--- src/rtl/bram_arb_pkg.sv ---
// Shared types and helpers for the BRAM port arbiter: lock-state encoding and
// a constant clog2 used to size the round-robin pointer and lock owner.
package bram_arb_pkg;

  typedef enum logic {
    ARB_UNLOCKED = 1'b0,
    ARB_LOCKED   = 1'b1
  } arb_state_t;

  // Index width for value entries, never less than 1 bit.
  function automatic int clog2(input int value);
    int result;
    int v;
    result = 0;
    v      = value - 1;
    while (v > 0) begin
      result = result + 1;
      v      = v >> 1;
    end
    return (result < 1) ? 1 : result;
  endfunction

endpackage : bram_arb_pkg

--- src/rtl/rr_priority_select.sv ---
// Combinational round-robin selector: rotates the request vector so the
// pointer position is bit 0, priority-encodes, and rotates the index back.
module rr_priority_select
  import bram_arb_pkg::*;
#(
  parameter int NUM_REQ = 4,
  parameter int PTR_W   = clog2(NUM_REQ)
) (
  input  logic [NUM_REQ-1:0] i_req,
  input  logic [PTR_W-1:0]   i_ptr,
  output logic [NUM_REQ-1:0] o_grant,
  output logic [PTR_W-1:0]   o_idx
);

  logic [2*NUM_REQ-1:0] w_req_dbl;
  logic [NUM_REQ-1:0]   w_rot;

  // i_ptr is always below NUM_REQ, so the window stays inside the doubled vector.
  assign w_req_dbl = {i_req, i_req};
  assign w_rot     = w_req_dbl[i_ptr +: NUM_REQ];

  // NOTE: every output gets a default before any branch, so no latch is inferred.
  always_comb begin : select
    logic found;
    int   idx_sum;
    o_grant = '0;
    o_idx   = '0;
    found   = 1'b0;
    idx_sum = 0;
    for (int k = 0; k < NUM_REQ; k++) begin
      if (w_rot[k] && !found) begin
        found   = 1'b1;
        idx_sum = int'(i_ptr) + k;
        if (idx_sum >= NUM_REQ) idx_sum = idx_sum - NUM_REQ;
        o_idx   = PTR_W'(idx_sum);
      end
    end
    if (found) o_grant[o_idx] = 1'b1;
  end

endmodule : rr_priority_select

--- src/rtl/bram_port_arbiter.sv ---
// Round-robin arbiter sharing one BRAM port among NUM_REQ requesters, with lock
// for bursts. Define BRAM_ARB_FIXED_PRIORITY0_EN to give requester 0 fixed priority.
module bram_port_arbiter
  import bram_arb_pkg::*;
#(
  parameter int NUM_REQ    = 4,
  parameter int DATA_WIDTH = 32,
  parameter int ADDR_WIDTH = 8
) (
  input  logic                          clock,
  input  logic                          reset,
  input  logic [NUM_REQ-1:0]            req_valid,
  output logic [NUM_REQ-1:0]            req_ready,
  input  logic [NUM_REQ-1:0]            req_write,
  input  logic [NUM_REQ-1:0]            req_lock,
  input  logic [NUM_REQ*ADDR_WIDTH-1:0] req_address,
  input  logic [NUM_REQ*DATA_WIDTH-1:0] req_writeData,
  output logic [NUM_REQ-1:0]            resp_valid,
  output logic [DATA_WIDTH-1:0]         resp_readData,
  output logic                          bram_readEnable,
  output logic                          bram_writeEnable,
  output logic [ADDR_WIDTH-1:0]         bram_address,
  output logic [DATA_WIDTH-1:0]         bram_writeData,
  input  logic [DATA_WIDTH-1:0]         bram_readData
);

  localparam int PTR_W = clog2(NUM_REQ);

  arb_state_t            r_state;
  logic [PTR_W-1:0]      r_rr_ptr;
  logic [PTR_W-1:0]      r_lock_owner;
  logic [NUM_REQ-1:0]    r_resp_valid;
  logic [ADDR_WIDTH-1:0] r_addr_hold;
  logic [DATA_WIDTH-1:0] r_wdata_hold;

  logic [NUM_REQ-1:0]    w_rr_grant;
  logic [PTR_W-1:0]      w_rr_idx;
  logic [NUM_REQ-1:0]    w_grant;
  logic [PTR_W-1:0]      w_grant_idx;
  logic [PTR_W-1:0]      w_next_ptr;
  logic                  w_accept;
  logic                  w_write;
  logic [ADDR_WIDTH-1:0] w_addr_arr  [NUM_REQ];
  logic [DATA_WIDTH-1:0] w_wdata_arr [NUM_REQ];

  for (genvar i = 0; i < NUM_REQ; i++) begin : g_unpack
    assign w_addr_arr[i]  = req_address[i*ADDR_WIDTH +: ADDR_WIDTH];
    assign w_wdata_arr[i] = req_writeData[i*DATA_WIDTH +: DATA_WIDTH];
  end

  rr_priority_select #(
    .NUM_REQ (NUM_REQ),
    .PTR_W   (PTR_W)
  ) u_rr_select (
    .i_req   (req_valid),
    .i_ptr   (r_rr_ptr),
    .o_grant (w_rr_grant),
    .o_idx   (w_rr_idx)
  );

  // Grant is forced low during reset so ready and both enables drop asynchronously.
  always_comb begin
    w_grant     = '0;
    w_grant_idx = '0;
    if (!reset) begin
      w_grant     = '0;
    end else if (r_state == ARB_LOCKED) begin
      if (req_valid[r_lock_owner]) begin
        w_grant[r_lock_owner] = 1'b1;
        w_grant_idx           = r_lock_owner;
      end
`ifdef BRAM_ARB_FIXED_PRIORITY0_EN
    end else if (req_valid[0]) begin
      w_grant[0]  = 1'b1;
      w_grant_idx = '0;
`endif
    end else begin
      w_grant     = w_rr_grant;
      w_grant_idx = w_rr_idx;
    end
  end

  always_comb begin
    if (int'(w_grant_idx) == NUM_REQ - 1) w_next_ptr = '0;
    else                                  w_next_ptr = w_grant_idx + PTR_W'(1);
`ifdef BRAM_ARB_FIXED_PRIORITY0_EN
    // Requester 0 sits outside the rotation, so serving it leaves the pointer alone.
    if (w_grant_idx == '0) w_next_ptr = r_rr_ptr;
`endif
  end

  assign w_accept = |w_grant;
  assign w_write  = req_write[w_grant_idx];

  assign req_ready        = w_grant;
  assign bram_readEnable  = w_accept & ~w_write;
  assign bram_writeEnable = w_accept &  w_write;
  assign bram_address     = w_accept ? w_addr_arr[w_grant_idx]  : r_addr_hold;
  assign bram_writeData   = w_accept ? w_wdata_arr[w_grant_idx] : r_wdata_hold;
  assign resp_valid       = r_resp_valid;
  assign resp_readData    = bram_readData;

  // NOTE: sequential state uses non-blocking assignments so every register
  // samples pre-edge values regardless of statement order.
  always_ff @(posedge clock or negedge reset) begin
    if (!reset) begin
      r_state      <= ARB_UNLOCKED;
      r_rr_ptr     <= '0;
      r_lock_owner <= '0;
      r_resp_valid <= '0;
      r_addr_hold  <= '0;
      r_wdata_hold <= '0;
    end else begin
      r_resp_valid <= (w_accept && !w_write) ? w_grant : '0;
      if (w_accept) begin
        r_addr_hold  <= w_addr_arr[w_grant_idx];
        r_wdata_hold <= w_wdata_arr[w_grant_idx];
      end
      case (r_state)
        ARB_UNLOCKED: begin
          if (w_accept) begin
            r_rr_ptr <= w_next_ptr;
            if (req_lock[w_grant_idx]) begin
              r_state      <= ARB_LOCKED;
              r_lock_owner <= w_grant_idx;
            end
          end
        end
        ARB_LOCKED: begin
          // Dropping the lock ends the burst; a beat accepted now is the last one.
          if (!req_lock[r_lock_owner]) begin
            r_state <= ARB_UNLOCKED;
            if (w_accept) r_rr_ptr <= w_next_ptr;
          end
        end
        default: r_state <= ARB_UNLOCKED;
      endcase
    end
  end

endmodule : bram_port_arbiter

--- config.mk ---
export PLATFORM = sky130hd
export DESIGN_NAME = bram_port_arbiter
export DESIGN_NICKNAME = d
export VERILOG_FILES = /design/src/rtl/bram_arb_pkg.sv /design/src/rtl/rr_priority_select.sv /design/src/rtl/bram_port_arbiter.sv
export SDC_FILE = /design/constraint.sdc
export NUM_CORES = 1
export LEC_CHECK = 0
export ABC_CLOCK_PERIOD_IN_PS = 4800
export BUFFER_PORTS_ARGS = -buffer_cell sky130_fd_sc_hd__buf_2
export CORE_AREA = 3 3 110 112
export DETAILED_ROUTE_END_ITERATION = 8
export DIE_AREA = 0 0 113 115
export PLACE_DENSITY = 0.73
export SLEW_MARGIN = 10
export SYNTH_ARGS = -nofsm -noshare
export SYNTH_HDL_FRONTEND = slang
export SYNTH_HIERARCHICAL = 1
export SYNTH_SLANG_ARGS = --single-unit
--- constraint.sdc ---
create_clock -name clock -period 4.8 [get_ports clock]
set_input_delay 0.24 -clock clock [delete_from_list [all_inputs] [get_ports clock]]
set_output_delay 0.24 -clock clock [all_outputs]
set_load 0.005 [all_outputs]
## Word-level counts from Yosys, hierarchy flattened

Index checks and enable logic that the tools add are counted.

- Register bits after elaboration: 49
- Word-level logic and storage cells: 92
- Output and inout bits: 82
- Input bits: 206

- Multiplexer cells: 48
- $lt $le $gt $ge: 10
- Bitwise gates (word level): 5
- Add/subtract/negate cells: 8
- Reduce and logical (&&, ||, !) cells: 12
- Equal/unequal tests: 2
- Shift-type cells: 1

Operator list:

| kind | count |
|---|---|
| $mux 32 | 3 |
| $bmux 32 s2 | 1 |
| $mux 2 | 14 |
| $mux 8 | 3 |
| $mux 4 | 5 |
| $bmux 8 s2 | 1 |
| $mux 1 | 13 |
| $ge 3x3->1 const B | 4 |
| $lt 2x3->1 const B | 3 |
| $bmux 1 s2 | 4 |
| $shiftx 8x3->4 | 1 |
| $sub 2x1->2 const B | 4 |
| $add 2x2->3 const B | 2 |
| $logic_and 1x1->1 | 6 |
| $demux 1 s2 | 2 |
| $ge 2x1->1 const B | 2 |
| $logic_not 1->1 | 4 |
| $pmux 2 s2 | 1 |
| $reduce_or 4->1 | 1 |
| $add 2x1->3 const B | 1 |
| $ge 2x3->1 const B | 1 |
| $not 2->3 | 1 |
| $reduce_and 3->1 | 1 |
| $add 2x1->2 const B | 1 |
| 5 further kinds | 7 |

## Longest topological paths before layout

- Depth after elaboration: 22
- Mapped depth: 12
- Depth with buffers taken out: 8

## Modules after synthesis

The synthesis kept the hierarchy.

By module, submodules not included:

| module | times used | area an instance (µm²) | cells each | sequential area each (µm²) |
|---|---|---|---|---|
| bram_port_arbiter | 1 | 3,489.6 | 383 | 1,226.2 |
| rr_priority_select | 1 | 185.2 | 30 | 0.0 |

## Least setup slack after synthesis

Ideal clock, no wire load.

- Path type: flip-flop to output port
- Start point: reg r_rr_ptr[0]
- End point: out bram_address[1]
- Buffers on the path: 2
- Stages on the path, launching flop included: 11
- Required time: 4.560 ns
- Path slack: 2.548 ns
- Arrival time: 2.012 ns
- Path through: dfrtp_1 -> nand2b_1 -> o21ai_1 -> a211oi_2 -> inv_1 -> o22ai_2 -> o31a_1 -> buf_2 -> buf_4 -> o22ai_1 -> o31ai_1

- Cells in the longest elaborated chain, start to end: 20
- Elaborated cells on any way between the ends: 46
- Those cells by class: add/sub (7); order compare (6); shift (1); mux (23); bitwise (1); reduce/logical (8)

Ends and longest elaborated chain:

| what | RTL line | text |
|---|---|---|
| start, declared | bram_port_arbiter.sv:30 | `logic [PTR_W-1:0] r_rr_ptr;` |
| start signal, assigned | bram_port_arbiter.sv:122 | `r_rr_ptr <= w_next_ptr;` |
| start signal, assigned | bram_port_arbiter.sv:133 | `if (w_accept) r_rr_ptr <= w_next_ptr;` |
| $shiftx 8x3->4 | rr_priority_select.sv:20 | `assign w_rot = w_req_dbl[i_ptr +: NUM_REQ];` |
| $mux 1 | rr_priority_select.sv:31 | `if (w_rot[k] && !found) begin` |
| $logic_not 1->1 | rr_priority_select.sv:31 |  |
| $logic_and 1x1->1 | rr_priority_select.sv:31 |  |
| $mux 1 | rr_priority_select.sv:31 |  |
| $logic_not 1->1 | rr_priority_select.sv:31 |  |
| $logic_and 1x1->1 | rr_priority_select.sv:31 |  |
| $mux 1 | rr_priority_select.sv:31 |  |
| [... 3 more ...] | n/a |  |
| via w_rr_idx[0] | bram_port_arbiter.sv:37 | `logic [PTR_W-1:0] w_rr_idx;` |
| [... 1 more ...] | n/a |  |
| $logic_and 1x1->1 (not written as such) | rr_priority_select.sv:38 | `if (found) o_grant[o_idx] = 1'b1;` |
| $mux 1 (not written as such) | rr_priority_select.sv:38 |  |
| $demux 1 s2 | n/a |  |
| $mux 4 | rr_priority_select.sv:38 |  |
| $mux 4 | bram_port_arbiter.sv:67 | `end else if (r_state == ARB_LOCKED) begin` |
| $mux 4 | bram_port_arbiter.sv:65 | `if (!reset) begin` |
| $reduce_or 4->1 | bram_port_arbiter.sv:92 | `assign w_accept = \|w_grant;` |
| $mux 8 (*) | n/a |  |
| end, declared | bram_port_arbiter.sv:22 | `output logic [ADDR_WIDTH-1:0] bram_address,` |

The timed path passes the listed nets; every way through them passes the cells marked *. The select of a mux whose other input is x is not followed.

## Final worst setup path

- Start point: reg r_rr_ptr[0]
- End point: out bram_writeData[25]

- Cells in the longest elaborated chain, start to end: 20
- Elaborated cells on any way between the ends: 46
- Those cells by class: add/sub (7); order compare (6); shift (1); mux (23); bitwise (1); reduce/logical (8)

Ends and longest elaborated chain:

| what | RTL line | text |
|---|---|---|
| $shiftx 8x3->4 | rr_priority_select.sv:20 |  |
| $mux 1 | rr_priority_select.sv:31 |  |
| $logic_not 1->1 | rr_priority_select.sv:31 |  |
| $logic_and 1x1->1 | rr_priority_select.sv:31 |  |
| $mux 1 | rr_priority_select.sv:31 |  |
| $logic_not 1->1 | rr_priority_select.sv:31 |  |
| $logic_and 1x1->1 | rr_priority_select.sv:31 |  |
| $mux 1 | rr_priority_select.sv:31 |  |
| [... 3 more ...] | n/a |  |
| via w_rr_idx[0] | bram_port_arbiter.sv:37 |  |
| [... 1 more ...] | n/a |  |
| $logic_and 1x1->1 (not written as such) | rr_priority_select.sv:38 |  |
| $mux 1 (not written as such) | rr_priority_select.sv:38 |  |
| $demux 1 s2 | n/a |  |
| $mux 4 | rr_priority_select.sv:38 |  |
| $mux 4 | bram_port_arbiter.sv:67 |  |
| $mux 4 | bram_port_arbiter.sv:65 |  |
| $reduce_or 4->1 | bram_port_arbiter.sv:92 |  |
| $mux 32 (*) | n/a |  |
| end, declared | bram_port_arbiter.sv:23 | `output logic [DATA_WIDTH-1:0] bram_writeData,` |

Marked as above.

==> results.json <==
{
  "ys_ff_latch": 49,
  "synthTopCellsByArea": "dfrtp_1, buf_4, o31ai_1",
  "status": "finished clean",
  "grt_max_degree": 47,
  "synth_top_area_cell": "dfrtp_1",
  "power.leakage_nw": 2.401,
  "drt-total-wl_um": 12870,
  "ir_drop_uv": 260.8,
  "clock_skew_ns": 0.008645,
  "syn_avg_cell_area_um2": 8.898,
  "coreArea_um2": 11320,
  "fin_tns_setup_ns": 0,
  "io_buffer_count": 223,
  "clkTransAtPathRegs_ns": 0.07,
  "placed_area_um2": 4571,
  "worst-path-max-fanout": 39,
  "relSlewSlack": 0.3539,
  "slowest_delay_ns": 0.76,
  "rsz0062_at_grt": "false",
  "r2r_setup_slack_ns": 1.59,
  "synth_top_cell_area_share": 0.3337,
  "ys_types": 45,
  "finalSetupViolations": 0,
  "dieHeight_um": 115,
  "grtUsageTotal": 0.1881,
  "cp-end-kind": "output port",
  "hold_path.class": "in -> reg",
  "drt-wirelength-per-cell_um": 17.65,
  "numClockSinks": 49,
  "antenna_cells": 0,
  "yosys_warnings": 6,
  "period_minus_slack_ns": 3.791,
  "first_pass_iters": 4,
  "grt_pass1_vias": 3897,
  "post_cts_buffers": 0,
  "setup.worst_path.class": "reg -> out",
  "place_congestion": 0.9239,
  "fin_crit_sh": 0.7898,
  "die_area_um2": 13000,
  "finalInstanceArea_um2": 4751,
  "cts_root_buffer": "clkbuf_16",
  "nets": 791,
  "cp.required_ns": 4.56,
  "cts_tree": "built",
  "crit_path_top_delay_cell": "o31a_2",
  "drt_iter0_markers": 269,
  "drc": 0,
  "arrival_ns": 3.55,
  "layout-drive-gt1-share": 0.4556,
  "die_w_um": 113,
  "start_util": 0.3246,
  "synth_ff_type": "dfrtp_1",
  "vias": 3847,
  "syn-num-nets": 619,
  "finalWorstSetupSlack_ns": 1.009,
  "cts_resized": 0,
  "pre_cts_ws_ns": 1.291,
  "max_freq_mhz": 263.8,
  "synth-async-reset-ratio": 1.000,
  "hold_viol_final": 0,
  "grt_pass1_wl_um": 19560,
  "maxCapViolations": 0,
  "antenna_found_initial": 0,
  "path_delay_family": "compound AO/OA/AOI/OAI gates",
  "place_inst": 719,
  "ctsHtreeMaxLevel": 2,
  "cts.path.max_buffers": 2,
  "drtAntennaViolNets": 0,
  "ios": 288,
  "tightest_slew_ns": 0.9681,
  "cts-buffers-inserted": 5,
  "crit_chain": "nand2b_1 -> o21ai_1 -> a211oi_2 -> inv_1 -> o22ai_4 -> buf_4 -> o31a_2 -> o22ai_1 -> o31ai_1 -> buf_2",
  "rows": 39,
  "vias_per_cell": 5.277,
  "synth_area_um2": 3675,
  "cp-start-kind": "register",
  "postCtsHoldBufs": 1,
  "synth_edf_count": 0,
  "cp.buffers_inverters": 3,
  "power_density_nw_per_um2": 507.8,
  "netlist_instances": 413,
  "maxSlewViolCount": 0,
  "grt_overflow": 0,
  "synthToLayoutAreaGrowth_pct": 29.28,
  "clk-insertion-delay-late_ns": 0.30,
  "yosysSeqAreaShare": 0.3337,
  "instances_no_fill": 729,
  "dpl.hpwl_um": 9878
}
[placed cells by master, fill, tap and decap left out, types with 2 or more instances in the layout]
| cell | count |
|---|---|
| inv_1 | 14 |
| o21ai_0 | 3 |
| a211oi_2 | 2 |
| buf_2 | 223 |
| mux2i_1 | 7 |
| buf_4 | 5 |
| mux2i_2 | 2 |
| o21a_1 | 2 |
| nor2b_1 | 8 |
| nor3_1 | 2 |
| nand3_1 | 2 |
| o32ai_1 | 3 |
| mux2_2 | 18 |
| nor2_1 | 50 |
| a311oi_1 | 2 |
| nand2b_1 | 4 |
| nand2_1 | 49 |
| dfrtp_1 | 49 |
| o22ai_1 | 40 |
| mux2_1 | 23 |
| a21oi_1 | 5 |
| and2_1 | 4 |
| o31ai_1 | 40 |
| clkbuf_16 | 5 |
[cell type report]
type / instances / area [µm²]
Fill cell: 1152 / 6570
Multi-Input combinational cell: 285 / 1959
Sequential cell: 49 / 1226
Timing Repair Buffer: 230 / 1191
Tap cell: 143 / 178.9
Clock buffer: 6 / 128.9
Inverter: 14 / 52.55
Clock inverter: 2 / 13.76
[registers in the layout (all words and copies together) (netlist names)]
register and flops:
r_lock_owner 2, resp_valid 4, r_state 1, r_addr_hold 8, r_rr_ptr 2, r_wdata_hold 32
[worst reg2reg max path: cells and delay by family, from the launching register on]
kind                   cells  cell delay, ns
AND/OR/NAND/NOR            3            1.44
buffers and inverters      2            0.46
AO/OA/AOI/OAI              4            0.74
flip-flops                 1            0.45
[cells by family (layout without fill, tap and decap cells)]
group / after synthesis / in the layout / share of synthesized area
mux: 51 / 51 / 0.1583
flops: 49 / 49 / 0.3337
buf+inv: 79 / 252 / 0.1416
simple gates: 123 / 123 / 0.1444
compound gates: 110 / 110 / 0.2196
xor+xnor: 1 / 1 / 0.002384
[metal layers]
layer | vias to the layer above | wire (µm) | global-route usage
li1 | 1797 | - | -
met4 | 0 | 352 | 0.06410
met5 | - | 0 | 0
met1 | 1788 | 4928 | 0.2090
met3 | 26 | 1326 | 0.07158
met2 | 236 | 6261 | 0.3314
[path summary, 6_finish.rpt]
kind                                            start                          end  cells past startpoint
min in group asynchronous                       reset  r_lock_owner[1]$_DFFE_PN0P_                      2
max in group asynchronous                       reset    r_wdata_hold[0]$_DFF_PN0_                      3
setup reg to reg              r_rr_ptr[0]$_DFFE_PN0P_   r_wdata_hold[18]$_DFF_PN0_                      9
setup / recovery              r_rr_ptr[0]$_DFFE_PN0P_           bram_writeData[25]                     10
hold / removal                      req_writeData[40]    r_wdata_hold[8]$_DFF_PN0_                      3
hold reg to reg            r_wdata_hold[30]$_DFF_PN0_   r_wdata_hold[30]$_DFF_PN0_                      2
[cell usage after synthesis, drive strengths merged, types with 2 or more instances]
cell and instances:
nand2 49, a21oi 6, o21ai 4, nand2b 5, and2 4, dfrtp 49
buf 60, o21a 2, mux2 41, o32ai 3, a311oi 2, a2bb2oi 2
nor2b 8, nand3 3, o22ai 41, nor3 2, clkbuf 5, a211oi 2
o41ai 2, nor2 50, inv 14, o31ai 40, mux2i 9
[metrics by stage]
step	util	hold slack (ns)	power [mW]
after floorplan	-	-0.05559	1.635
after global placement	0.4037	0.3059	2.012
after detailed placement	0.4037	0.3141	2.053
after CTS	0.4172	0.2343	2.431
after global routing	0.4197	0.2545	2.604
final	0.4197	0.2548	2.413
[report_power, final]
group	switching, mW	internal [mW]
clock	0.164	0.195
sequential	0.0910	0.601
combinational	0.742	0.619
Power figures use the tool's default switching activity.
